==> src/rtl/decode_148_rx.sv <==
// Receive side of a 74LS148-style priority-encoder link: qualifies a stable
// request, emits one fixed-width active-low strobe per request, re-arms on release.
module decode_148_rx #(
  parameter int STABLE_CYCLES = 2,
  parameter int PULSE_CYCLES  = 3
) (
  input  logic       clk,
  input  logic       rst_n,
  input  logic       A0,
  input  logic       A1,
  input  logic       A2,
  input  logic       GS,
  input  logic       EO,
  output logic       Y0,
  output logic       Y1,
  output logic       Y2,
  output logic       Y3,
  output logic       Y4,
  output logic       Y5,
  output logic       Y6,
  output logic       Y7,
  output logic [2:0] CODE,
  output logic       STROBE,
  output logic       BUSY,
  output logic       ERR
);

  // state     | meaning
  // S_IDLE    | no request seen, Y all high
  // S_QUALIFY | request present, waiting for the code to hold steady
  // S_PULSE   | driving Y[CODE] low for PULSE_CYCLES cycles
  // S_HOLDOFF | strobe done, waiting for the request to be released
  localparam logic [1:0] S_IDLE    = 2'd0;
  localparam logic [1:0] S_QUALIFY = 2'd1;
  localparam logic [1:0] S_PULSE   = 2'd2;
  localparam logic [1:0] S_HOLDOFF = 2'd3;

  localparam logic [3:0] STABLE_LAST = 4'(STABLE_CYCLES - 1);
  localparam logic [3:0] PULSE_LAST  = 4'(PULSE_CYCLES - 1);

  logic [2:0] a_q;
  logic       gs_q;
  logic       eo_q;
  logic [1:0] state;
  logic [3:0] cnt;
  logic [2:0] cand;
  logic [2:0] code_q;
  logic       err_q;
  logic [2:0] index;
  logic       proto_err;
  logic [7:0] y_bus;

  always_ff @(posedge clk or negedge rst_n) begin
    if (!rst_n) begin
      a_q  <= 3'b111;
      gs_q <= 1'b1;
      eo_q <= 1'b1;
    end else begin
      a_q  <= {A2, A1, A0};
      gs_q <= GS;
      eo_q <= EO;
    end
  end

  assign index     = ~a_q;
  // An encoder cannot report both "request present" and "no request".
  assign proto_err = ~gs_q & ~eo_q;

  always_ff @(posedge clk or negedge rst_n) begin
    if (!rst_n) begin
      state  <= S_IDLE;
      cnt    <= 4'd0;
      cand   <= 3'd0;
      code_q <= 3'd0;
      err_q  <= 1'b0;
    end else if (proto_err) begin
      err_q <= 1'b1;
      state <= S_IDLE;
      cnt   <= 4'd0;
    end else begin
      case (state)
        S_IDLE: begin
          if (!gs_q) begin
            state <= S_QUALIFY;
            cand  <= index;
            cnt   <= 4'd0;
          end
        end
        S_QUALIFY: begin
          if (gs_q) begin
            state <= S_IDLE;
            cnt   <= 4'd0;
          end else if (index != cand) begin
            cand <= index;
            cnt  <= 4'd0;
          end else if (cnt == STABLE_LAST) begin
            state  <= S_PULSE;
            code_q <= cand;
            cnt    <= 4'd0;
          end else begin
            cnt <= cnt + 4'd1;
          end
        end
        S_PULSE: begin
          if (cnt == PULSE_LAST) begin
            state <= S_HOLDOFF;
            cnt   <= 4'd0;
          end else begin
            cnt <= cnt + 4'd1;
          end
        end
        S_HOLDOFF: begin
          if (gs_q) begin
            state <= S_IDLE;
            cnt   <= 4'd0;
          end
        end
        default: begin
          state <= S_IDLE;
          cnt   <= 4'd0;
        end
      endcase
    end
  end

  always_comb begin
    y_bus = 8'hFF;
    if (state == S_PULSE) y_bus[code_q] = 1'b0;
  end

  assign {Y7, Y6, Y5, Y4, Y3, Y2, Y1, Y0} = y_bus;
  assign CODE   = code_q;
  assign STROBE = (state == S_PULSE) && (cnt == 4'd0);
  assign BUSY   = (state != S_IDLE);
  assign ERR    = err_q;

endmodule

==> config.mk <==
export PLATFORM = sky130hd
export DESIGN_NAME = decode_148_rx
export DESIGN_NICKNAME = d
export VERILOG_FILES = /design/src/rtl/decode_148_rx.sv
export SDC_FILE = /design/constraint.sdc
export NUM_CORES = 1
export LEC_CHECK = 0
export ABC_AREA = 1
export BUFFER_PORTS_ARGS = -buffer_cell sky130_fd_sc_hd__buf_4
export CORE_UTILIZATION = 45
export CTS_BUF_LIST = sky130_fd_sc_hd__clkbuf_8
export DETAILED_ROUTE_END_ITERATION = 10
export PLACE_DENSITY_LB_ADDON = 0.2
export SKIP_LAST_GASP = 1
export SLEW_MARGIN = 5
export SYNTH_ARGS = -nofsm -noshare
export SYNTH_HDL_FRONTEND = slang
export SYNTH_SLANG_ARGS = --single-unit
==> constraint.sdc <==
create_clock -name clk -period 1.3 [get_ports clk]
set_clock_uncertainty 0.05 [all_clocks]
set_input_delay 0.26 -clock clk [delete_from_list [all_inputs] [get_ports clk]]
set_output_delay 0.26 -clock clk [all_outputs]
set_load 0.03 [all_outputs]
==> impl_metrics.json, run 1 <==
{
  "outcome": "finished with violations",
  "violations": "negative setup slack",
  "worstMarginPinSlew_ns": 0.3678,
  "finalHoldViolations": 0,
  "fmax_ghz": 0.5952,
  "r2r-end": "state[0]$_DFFE_PN0P_",
  "fin_util": 0.7653,
  "grt_max_degree": 19,
  "finalInstanceArea_um2": 1709,
  "vias": 1038,
  "min_path_type": "input port to register",
  "fin_nets": 196,
  "setup_viol_count_final": 22,
  "vdd_drop_max_mv": 1.449,
  "synthArstFlopShare": 1.000,
  "rrSetupSlack_ns": -0.28,
  "tns_ns": -5.263,
  "io_pins": 21,
  "yosys.area.top_type": "dfrtp_1",
  "synth_top_area_frac": 0.3041,
  "port_buffers": 20,
  "end_kind": "primary output",
  "placed_area_um2": 1433,
  "grt_pass1_wl_mm": 4.298,
  "synth_top_flop_cell": "dfrtp_1",
  "layout_min_cycle_time_ns": 1.680,
  "pre_cts_ws_ns": -0.1730,
  "die_area_um2": 2576,
  "drc": 0,
  "critPathKind": "register to primary output",
  "synth_edf_count": 0,
  "regArea_um2": 459.2,
  "hold_start": "A2",
  "clock_path_buffers": 2,
  "synth_common_cells": "nand2_1 (42), inv_1 (20), dfrtp_1 (13)",
  "synth-seq-area-share": 0.4269,
  "first_iter_violations": 17,
  "leakagePower_nw": 0.8541,
  "antenna_left": 0,
  "crit-reg2reg-launch": "state[1]$_DFFE_PN0P_",
  "power.density_nw_per_um2": 1787,
  "n_antenna_cell": 0,
  "start_kind": "register",
  "multiInputGateArea_um2": 733.2,
  "maxCapViolCount": 0,
  "die-height_um": 50.76,
  "hold_end": "a_q[2]$_DFF_PN1_",
  "layout-drive-gt1-share": 0.5722,
  "ys_types": 20,
  "rsz0062_at_grt": "true",
  "grt_pass1_vias": 990,
  "yosys-top-cells-area": "dfrtp_1 (30%), nand2_1 (15%), dfstp_2 (12%)",
  "drv_slew": 0,
  "slew_headroom": 0.7545,
  "synth_cells": 136,
  "wl_mm": 2.873,
  "drtPass1Iterations": 4,
  "fin_cells": 208,
  "ys_ff_latch": 18,
  "nFillCells": 154,
  "clock_latency_ns": 0.25,
  "cts_tree": "yes",
  "cts_buffers": 3,
  "place.gp.congestion": 0.8409,
  "via_per_inst": 4.990,
  "wl_per_cell_um": 13.81,
  "clk_pin_slew_worst_paths_ns": 0.07,
  "clock_sinks": 18,
  "cts-root-buf": "clkbuf_8",
  "areaGrowthSynthToFinish_pct": 59.77,
  "placed_cells": 197,
  "grt.overflow.total": 0,
  "critPathRequiredTime_ns": 0.99,
  "core_um2": 2233,
  "yosysMostFrequentCell": "nand2_1",
  "initial_utilization": 0.4790,
  "rr_worst_depth": 9,
  "synth_warnings": 0,
  "antenna_found_initial": 0,
  "hold_depth": 1,
  "worstPathMaxFanout": 4,
  "hpwl_mm": 1.746,
  "synth_nets": 151,
  "die_width_um": 50.76,
  "period_share": 1.292,
  "arrival_ns": 1.37,
  "worst_slack_ns": -0.3801,
  "syn_avg_cell_area_um2": 7.866,
  "grt_usage": 0.2273,
  "netlist_area_um2": 1070,
  "num_rows": 17,
  "h-tree-depth": 1
}
## layer usage
layer  track usage  vias up  routed length (µm)
li1              -      508                   -
met1        0.2699      488                1151
met2        0.4022       32                1542
met3       0.03333       10                  98
met4        0.1019        0                  82
met5             0        -                   0
## cell type report
class	count	area share
inverters	20	0.04832
repair buffers	40	0.2013
well taps	28	0.02050
clock buffers	4	0.03221
multi-input cells	98	0.4290
flip-flops and latches	18	0.2687
## registers in the layout, summed over array words and instances (netlist names)
name   flops
cnt        4
CODE       3
a_q        3
cand       3
state      2
ERR        1
eo_q       1
gs_q       1
## worst max-delay path by stage
| stage | startpoint | end | slack, ns | cells after the start |
|---|---|---|---|---|
| floorplan | state[0]$_DFFE_PN0P_ | Y0 | -0.05 | 5 |
| CTS | state[0]$_DFFE_PN0P_ | Y2 | -0.37 | 6 |
| finish | state[0]$_DFFE_PN0P_ | Y2 | -0.38 | 6 |
| global placement | state[0]$_DFFE_PN0P_ | Y4 | -0.12 | 6 |
| global route | state[0]$_DFFE_PN0P_ | Y0 | -0.43 | 6 |
| detailed placement | state[0]$_DFFE_PN0P_ | Y2 | -0.17 | 6 |
## worst max-delay path: stages (launching register included)
cell	delay, ns
dfrtp_1	0.41
inv_2	0.09
ha_4	0.15
inv_4	0.04
nor2_4	0.22
nand2_4	0.07
buf_6	0.14
## cell usage in the layout (no fill, tap or decap), types with 7 or more instances in the layout
cell / Yosys / layout
buf_4: 0 / 28
nand2_1: 42 / 21
nand2_2: 4 / 16
dfrtp_1: 13 / 11
nand3_1: 12 / 11
buf_6: 0 / 11
inv_1: 20 / 10
nand2_4: 0 / 9
o21ai_1: 4 / 8
inv_2: 0 / 7
nor2_4: 2 / 7
## metrics by stage
| step | hold slack, ns | power [mW] |
|---|---|---|
| after CTS | 0.05742 | 2.693 |
| after detailed placement | 0.09327 | 1.997 |
| final | 0.06281 | 3.054 |
| after global placement | 0.09258 | 1.954 |
| after global routing | 0.05159 | 3.226 |
| after floorplan | -0.08559 | 1.595 |
## power breakdown
part / internal (mW) / switching, mW / total [mW] / leakage [nW]
registers: 0.664 / 0.108 / 0.772 / 0.219
logic: 0.808 / 1.02 / 1.83 / 0.607
clock network: 0.269 / 0.184 / 0.452 / 0.0288
## cell families (layout without fill, tap and decap cells)
kind of cell | Yosys count | after routing | share of synthesized area
compound gates | 13 | 13 | 0.06316
buf+inv | 20 | 64 | 0.07017
fa+ha+maj | 8 | 8 | 0.09357
xor+xnor | 2 | 2 | 0.02340
simple gates | 75 | 75 | 0.3228
flops | 18 | 18 | 0.4269
## repair_timing
item,in CTS,in global routing
hold buffers,1,0
pin swaps,14,6
setup buffers,2,5
setup endpoints to repair,22,22
hold endpoints to repair,13,0
gates resized for setup,27,27
Power figures use the tool's default switching activity.
==> inputs of run 2 (changes only) <==
ABC_AREA = 0   (was 1)
BUFFER_PORTS_ARGS = -buffer_cell sky130_fd_sc_hd__buf_2   (was -buffer_cell sky130_fd_sc_hd__buf_4)
GPL_TIMING_DRIVEN = 0   (was not set)
==> impl_metrics.json, run 2 <==
{
  "outcome": "finished with violations",
  "violations": "negative setup slack",
  "power.density_nw_per_um2": 1598,
  "maxCapViolCount": 0,
  "num_rows": 16,
  "placed_cells": 142,
  "switching_share": 0.3737,
  "arrival_ns": 1.83,
  "die_area_um2": 2379,
  "grt.overflow.total": 0,
  "clk_pin_slew_worst_paths_ns": 0.07,
  "busiest_layer": "met2",
  "clock_path_buffers": 2,
  "layout-drive-gt1-share": 0.6232,
  "synth_top_area_frac": 0.3304,
  "period_share": 1.327,
  "die-height_um": 48.78,
  "synth_warnings": 0,
  "top_register": "cnt",
  "port_buffers": 20,
  "worstMarginPinSlew_ns": 0.4240,
  "fin_util": 0.8100,
  "via_per_inst": 5.345,
  "use_met2": 0.4421,
  "grt_pass1_wl_mm": 4.071,
  "grt_use_met3": 0.04673,
  "mostFrequentLayoutCells": "buf_4 (15), buf_6 (13), dfrtp_1 (9), buf_2 (9)",
  "leakagePower_nw": 0.7270,
  "vdd_drop_max_mv": 0.9301,
  "wl_mm": 2.643,
  "io_pins": 21,
  "synth_top_flop_cell": "dfrtp_1",
  "clock_latency_ns": 0.26,
  "setup_viol_count_final": 22,
  "synth_nets": 110,
  "synth-seq-area-share": 0.4638,
  "synth_edf_count": 0,
  "vias": 882,
  "fin_cells": 165,
  "crit_path_max_incr_delay_ns": 0.36,
  "min_path_type": "input port to register",
  "fin_nets": 154,
  "core_um2": 2002,
  "hold_start": "EO",
  "cts_buffers": 3,
  "start_kind": "register",
  "largest_reg_flops": 4,
  "cts-root-buf": "clkbuf_8",
  "finalHoldViolations": 0,
  "initial_utilization": 0.4919,
  "grt_usage": 0.2289,
  "place.gp.congestion": 0.8307,
  "critPathKind": "register to register",
  "fmax_ghz": 0.5796,
  "end_kind": "register",
  "synth_common_cells": "dfrtp_1 (13), ha_1 (8), inv_1 (8), nand2_1 (8)",
  "hpwl_mm": 1.443,
  "h-tree-depth": 1,
  "layout_min_cycle_time_ns": 1.725,
  "slew_headroom": 0.7173,
  "ys_types": 28,
  "netlist_area_um2": 984.7,
  "drtPass1Iterations": 4,
  "syn_avg_cell_area_um2": 10.37,
  "total_power_mw": 2.592,
  "crit_path_start": "state[0]$_DFFE_PN0P_",
  "n_antenna_cell": 0,
  "final_common_cell": "buf_4",
  "tns_ns": -6.880,
  "critPathRequiredTime_ns": 1.40,
  "yosys-top-cells-area": "dfrtp_1 (33%), dfstp_2 (13%), ha_1 (10%)",
  "clkPwrFrac": 0.180,
  "met1_usage": 0.2444,
  "yosysMostFrequentCell": "dfrtp_1",
  "first_iter_violations": 6,
  "worst_slack_ns": -0.4255,
  "grt_max_degree": 19,
  "antenna_left": 0,
  "rsz0062_at_grt": "true",
  "clock_sinks": 18,
  "die_width_um": 48.78,
  "worstPathMaxFanout": 5,
  "drc": 0,
  "internal-power_mw": 1.623,
  "crit-reg2reg-launch": "state[0]$_DFFE_PN0P_",
  "antenna_found_initial": 0,
  "crit_chain": "inv_2 > buf_12 > ha_4 > a22o_4 > a2111o_1 > a32o_1",
  "synthArstFlopShare": 1.000,
  "cp_slowest_cell": "dfrtp_1",
  "grt_pass1_vias": 909,
  "synth_cells": 95,
  "drv_slew": 0,
  "cts_tree": "yes",
  "areaGrowthSynthToFinish_pct": 64.68,
  "yosys.area.top_type": "dfrtp_1",
  "power_frac_seq": 0.306,
  "p_switching_mw": 0.9687,
  "wl_per_cell_um": 16.02,
  "nFillCells": 111,
  "comb_power_share": 0.514,
  "whs_ns": 0.04515,
  "ys_ff_latch": 18
}
==> run 2: cell families after synthesis <==
family,after synthesis,share of synthesized area
muxes,7,0.07497
AOI/OAI and AO/OA,17,0.1156
DFF,18,0.4638
buffers and inverters,8,0.03050
xor gates and xnor gates,3,0.02669
and+or+nand+nor,34,0.1868
adders and majority gates,8,0.1017
==> run 2: area by class of cell <==
class	count	area, µm²	area share
Tap cell	27	33.78	0.02083
Multi-Input combinational cell	69	706.9	0.4360
Timing Repair Buffer	39	334.1	0.2060
Inverter	8	30.03	0.01852
Clock buffer	4	55.05	0.03395
Sequential cell	18	461.7	0.2847
==> run 2: power by group through the flow <==
stage	clock network (mW)	registers, mW	logic [mW]
after floorplan	0	0.767	0.602
after global placement	0	0.777	0.763
after detailed placement	0	0.778	0.795
after CTS	0.460	0.765	1.08
after global routing	0.486	0.806	1.44
final	0.466	0.794	1.33
==> run 2: metal layers <==
layer	wire length, µm	vias up
met3	76	11
met4	90	0
met1	1067	438
met5	0	-
met2	1408	18
li1	-	415
==> run 2: worst paths after layout <==
check | endpoint | slack [ns] | depth (start not counted)
max | state[1]$_DFFE_PN0P_ | -0.43 | 6
min | eo_q$_DFF_PN1_ | 0.05 | 1
max reg2reg | state[1]$_DFFE_PN0P_ | -0.43 | 6
min reg2reg | ERR$_DFFE_PN0P_ | 0.43 | 1
max in group asynchronous | a_q[2]$_DFF_PN1_ | 0.47 | 2
min in group asynchronous | cnt[0]$_DFFE_PN0P_ | 0.40 | 2
==> run 2: through the flow <==
step / setup WS, ns / area (µm²)
after detailed placement: -0.5586 / 1180
after floorplan: -0.2913 / 1046
after global routing: -0.4979 / 1622
final: -0.4255 / 1622
after CTS: -0.4086 / 1466
after global placement: -0.5209 / 1180
==> run 2: worst max-delay path, delay by kind of cell, from the launching register on <==
kind | cells | cell delay, ns
flip-flops | 1 | 0.36
adder cells (fa/ha/maj) | 1 | 0.17
AO/OA/AOI/OAI | 3 | 0.84
buffers and inverters | 2 | 0.20
==> run 2: what timing repair did <==
| action | in CTS | in global routing |
|---|---|---|
| hold endpoints to repair | 13 | 0 |
| gates cloned | 0 | 0 |
| hold buffers | 1 | 0 |
| resized for setup | 33 | 23 |
| endpoints found under the setup margin | 22 | 23 |
| buffers inserted | 12 | 6 |
| pin swaps | 9 | 7 |
